**src/rtl/mux_arbiter.sv**
```systemverilog
// mux_arbiter: round-robin pop scheduler feeding an 8-bit 2:1 mux from two
// upstream FIFOs. Pops are gated by a credit counter that tracks free entries
// in the downstream buffer, and each pop is followed one cycle later by the
// matching mux valid.
`timescale 1ns/1ps

module mux_arbiter #(
   parameter int CREDITS   = 4,
   parameter int CNT_WIDTH = 8
) (
   input  logic                 clk,
   input  logic                 reset,
   input  logic                 enable,
   input  logic                 fifo_empty_0,
   input  logic                 fifo_empty_1,
   input  logic                 fifo_almost_empty_0,
   input  logic                 fifo_almost_empty_1,
   input  logic                 credit_return,
   output logic                 pop_0,
   output logic                 pop_1,
   output logic                 valid_out_0,
   output logic                 valid_out_1,
   output logic [3:0]           credits,
   output logic [1:0]           state,
   output logic [CNT_WIDTH-1:0] grant_count_0,
   output logic [CNT_WIDTH-1:0] grant_count_1,
   output logic                 credit_err
);

   typedef enum logic [1:0] {
      IDLE  = 2'd0,
      RUN   = 2'd1,
      STALL = 2'd2
   } state_t;

   localparam logic [3:0] CREDITS_MAX = 4'(CREDITS);

   state_t     state_q;
   state_t     state_d;
   logic       last_grant;
   logic       elig_0;
   logic       elig_1;
   logic       grant_ok;
   logic       grant_0;
   logic       grant_1;
   logic       any_grant;
   logic       credits_full;
   logic [3:0] credits_d;

   // A FIFO whose last entry is being popped this cycle must not be popped again.
   assign elig_0       = !fifo_empty_0 && !(pop_0 && fifo_almost_empty_0);
   assign elig_1       = !fifo_empty_1 && !(pop_1 && fifo_almost_empty_1);
   // Only the registered credit count gates a grant; a same-cycle return does not.
   assign grant_ok     = (state_q == RUN) && (credits != 4'd0);
   // last_grant == 1 means channel 0 wins the next contention.
   assign grant_0      = grant_ok && elig_0 && (!elig_1 ||  last_grant);
   assign grant_1      = grant_ok && elig_1 && (!elig_0 || !last_grant);
   assign any_grant    = grant_0 || grant_1;
   assign credits_full = (credits == CREDITS_MAX);

   // Next credit count: a grant consumes one, a return frees one, saturating at the maximum.
   // NOTE: every combinational output gets a default first so no path can infer a latch.
   always_comb begin
      credits_d = credits;
      if (any_grant && !credit_return) begin
         credits_d = credits - 4'd1;
      end else if (credit_return && !any_grant && !credits_full) begin
         credits_d = credits + 4'd1;
      end
   end

   // Next-state logic; RUN/STALL decisions look at the credit count after this edge.
   always_comb begin
      state_d = state_q;
      case (state_q)
         IDLE: begin
            if (enable) state_d = RUN;
         end
         RUN: begin
            if (!enable)                  state_d = IDLE;
            else if (credits_d == 4'd0)   state_d = STALL;
         end
         STALL: begin
            if (!enable)                  state_d = IDLE;
            else if (credits_d != 4'd0)   state_d = RUN;
         end
         default: state_d = IDLE;
      endcase
   end

   // State register with synchronous reset.
   // NOTE: clocked state uses non-blocking assignments so every register samples pre-edge values.
   always_ff @(posedge clk) begin
      if (reset) state_q <= IDLE;
      else       state_q <= state_d;
   end

   // Pop strobes, delayed valids, credits, grant counters and the sticky credit error.
   always_ff @(posedge clk) begin
      if (reset) begin
         pop_0         <= 1'b0;
         pop_1         <= 1'b0;
         valid_out_0   <= 1'b0;
         valid_out_1   <= 1'b0;
         credits       <= CREDITS_MAX;
         grant_count_0 <= '0;
         grant_count_1 <= '0;
         credit_err    <= 1'b0;
         last_grant    <= 1'b1;
      end else begin
         pop_0       <= grant_0;
         pop_1       <= grant_1;
         // In-flight pops always complete, whatever the state does.
         valid_out_0 <= pop_0;
         valid_out_1 <= pop_1;
         credits     <= credits_d;
         if (grant_0) grant_count_0 <= grant_count_0 + 1'b1;
         if (grant_1) grant_count_1 <= grant_count_1 + 1'b1;
         if (any_grant) last_grant <= grant_1;
         if (credit_return && credits_full) credit_err <= 1'b1;
      end
   end

   assign state = state_q;

endmodule

```
**config.mk**
```make
export PLATFORM = sky130hd
export DESIGN_NAME = mux_arbiter
export DESIGN_NICKNAME = d
export VERILOG_FILES = /design/src/rtl/mux_arbiter.sv
export SDC_FILE = /design/constraint.sdc
export NUM_CORES = 1
export LEC_CHECK = 0
export BUFFER_PORTS_ARGS = -buffer_cell sky130_fd_sc_hd__buf_2
export CAP_MARGIN = 20
export CORE_MARGIN = 2
export CORE_UTILIZATION = 52
export DETAILED_ROUTE_END_ITERATION = 7
export PLACE_DENSITY = 0.78
export SKIP_CTS_REPAIR_TIMING = 1
export SYNTH_ARGS = -nofsm -noshare
export SYNTH_HDL_FRONTEND = slang
export SYNTH_SLANG_ARGS = --single-unit
export TNS_END_PERCENT = 100
```
**constraint.sdc**
```tcl
create_clock -name clk -period 3 [get_ports clk]
set_input_delay 0.3 -clock clk [delete_from_list [all_inputs] [get_ports clk]]
set_output_delay 0.3 -clock clk [all_outputs]
set_load 0.01 [all_outputs]
```
==> results.toml <==
[status]
outcome = "finished clean"

[die]
coreArea_um2 = 2520
initial_utilization_pct = 56.2
io_pins = 35
die-height_um = 56.2
fp-row-count = 18
die_area_um2 = 3160
die_x_um = 56.2

[synthesis]
syn_nets = 166
synth_warnings = 0
syn_area_per_cell_um2 = 9.20
netlist_area_um2 = 1420
netlist_instances = 154
ys_types = 37
ys_ff_latch = 28
seq_area_frac_synth_pct = 39.6

[final_layout]
area_growth_pct = 15.5
final_nets = 198
antenna_cells = 0
design_area_um2 = 1640
drive_above_1_share_pct = 25.9

[placement]
port_buffers = 34
dpl_cell_area_um2 = 1580
hpwlAfterDp_um = 1960
place_congestion = 0.852
pre_cts_ws_ns = 0.784

[timing]
fin_setup_tns_ns = 0
post-route-period-util_pct = 74.6
min_period_ns = 2.24
final.setup.worst_slack_ns = 0.762
hold_viol_final = 0
slew_headroom_pct = 68.6
rsz0062_at_grt = "false"
finalMaxSlewViolations = 0
setup_violations = 0
fmax_ghz = 0.447
fin_skew_ns = 0.00909
worstMarginPinSlew_ns = 0.471

[cts]
htree_levels = 1
path_clk_slew_ns = 0.15
cts_sinks = 28
cts_root_buf = "clkbuf_4"
clockBufferDepth = 2
cts_tree = "built"
numCtsBuffers = 3
clk_latency_ns = 0.33

[routing]
totalWireLength_um = 2630
first_iter_violations = 34
drtPass1Iterations = 4
ant_nets = 0
vias_per_cell = 5.31
vias = 1141
drc_errors = 0
routedWlPerCell_um = 12.2

[setup_path]
cp-start-kind = "register"
end_kind = "register"
required_ns = 3.22
criticalPathCategory = "register to register"
cp_max_fo = 9
crit_arrival_ns = 2.46

[pwr]
power.density_nw_per_um2 = 484
p_leak_nw = 0.730
finalPower_w = 0.000791
worst_ir_drop_vdd_uv = 342

[global_routing]
antenna_found_initial = 0
grt_max_degree = 28
gr-usage-all-layers_pct = 17.3
first_global_vias = 1047
grt_overflow = 0
grt_pass1_wl_um = 4460

[hold_path]
hold_class = "input pin to register"

[flow_run]
drv_cap = 0
## worst max-delay path: stages, from the launching register on
cell and delay, ns:
dfxtp_1 0.50, inv_1 0.09, ha_1 0.24, nor3b_4 0.19, a2111oi_4 0.50, and4_4 0.31
nand3_1 0.09, xor2_1 0.15, nor2_1 0.06
## flip-flops by register name (all words and copies together), names as in the netlist, 2 cells and up
| name | flops |
|---|---|
| state | 2 |
| grant_count_1 | 8 |
| credits | 4 |
| grant_count_0 | 8 |
## cell usage after synthesis
cell	n	area, um^2
a21o_1	3	22.5
nand4_1	3	18.8
and4b_2	1	11.3
xor2_1	11	96.3
xnor2_1	7	61.3
nand2b_1	2	12.5
nand3b_1	2	15.0
a211o_2	1	10.0
nand3_1	5	25.0
nor3b_2	1	12.5
a31oi_1	1	6.26
mux2i_1	4	40.0
a211o_4	1	17.5
nand4b_1	1	8.76
nor2_1	24	90.1
nor4_1	2	12.5
buf_6	2	22.5
o21ai_0	4	20.0
nand2_1	9	33.8
and3_1	4	25.0
a211o_1	1	8.76
ha_1	4	50.1
a21oi_1	6	30.0
nand2b_2	1	8.76
a211oi_1	3	22.5
nor2b_1	5	31.3
nor3_1	1	5.00
or3_2	1	7.51
a2111oi_4	1	27.5
o31ai_1	1	7.51
and4_4	1	11.3
clkbuf_1	5	18.8
inv_1	5	18.8
o22ai_1	1	6.26
nor3b_4	1	18.8
nor4_4	1	21.3
dfxtp_1	28	561
## where the power goes
| part | switching [W] | internal, W | total [W] |
|---|---|---|---|
| logic | 0.0000783 | 0.0000633 | 0.000142 |
| clock network | 0.000109 | 0.000135 | 0.000244 |
| registers | 0.0000202 | 0.000385 | 0.000405 |
| total | 0.000207 | 0.000584 | 0.000791 |
## layer usage
layer  track usage [%]  vias up  wire (um)
met5                 0        -          0
met4              7.48        0         36
met1              22.1      515       1210
li1                  -      593          -
met3              3.02        4        135
met2              28.4       29       1240
## area by class of cell
type,instances,area [um^2]
clock buffer,3,22.5
clock inverter,1,30.0
fill,229,887
inverter,5,18.8
multi-input combinational,114,796
sequential,28,561
tap,30,37.5
timing repair buffer,34,170
## final timing paths
kind / startpoint / endpoint / slack (ns) / cells past startpoint
hold / removal: enable / state[0]$_SDFFE_PP0P_ / 0.25 / 3
hold reg to reg: credit_err$_SDFFE_PP0P_ / credit_err$_SDFFE_PP0P_ / 0.48 / 2
setup / recovery: credits[0]$_SDFF_PP0_ / grant_count_1[7]$_SDFFE_PP0P_ / 0.76 / 8
setup reg to reg: credits[0]$_SDFF_PP0_ / grant_count_1[7]$_SDFFE_PP0P_ / 0.76 / 8
## per-stage QoR
step / hold WS, ns / cells / util [%]
3_5_place_dp: 0.454 / 211 / 62.7
5_1_grt: 0.225 / 215 / 64.8
4_1_cts: 0.233 / 215 / 64.8
3_3_place_gp: 0.448 / 211 / 62.7
2_1_floorplan: 0.455 / 154 / -
6_report: 0.250 / 215 / 64.8
## cell families (layout without fill, tap and decap cells)
| kind of cell | Yosys count | in the layout | share of synthesized area [%] |
|---|---|---|---|
| buffers and inverters | 12 | 43 | 4.24 |
| and+or+nand+nor | 65 | 65 | 26.1 |
| AOI/OAI and AO/OA | 23 | 23 | 12.6 |
| DFF | 28 | 28 | 39.6 |
| xor gates and xnor gates | 18 | 18 | 11.1 |
| muxes | 4 | 4 | 2.83 |
| adders and majority gates | 4 | 4 | 3.53 |
## placed cells by master (no fill, tap or decap), types with 4 or more instances in the layout
cell / netlist / layout
nand2_1: 9 / 9
nor2b_1: 5 / 5
buf_2: 0 / 34
inv_1: 5 / 5
o21ai_0: 4 / 4
xor2_1: 11 / 11
dfxtp_1: 28 / 28
ha_1: 4 / 4
nand3_1: 5 / 5
mux2i_1: 4 / 4
and3_1: 4 / 4
a21oi_1: 6 / 6
nor2_1: 24 / 24
xnor2_1: 7 / 7
(Power assumes the default switching activity.)
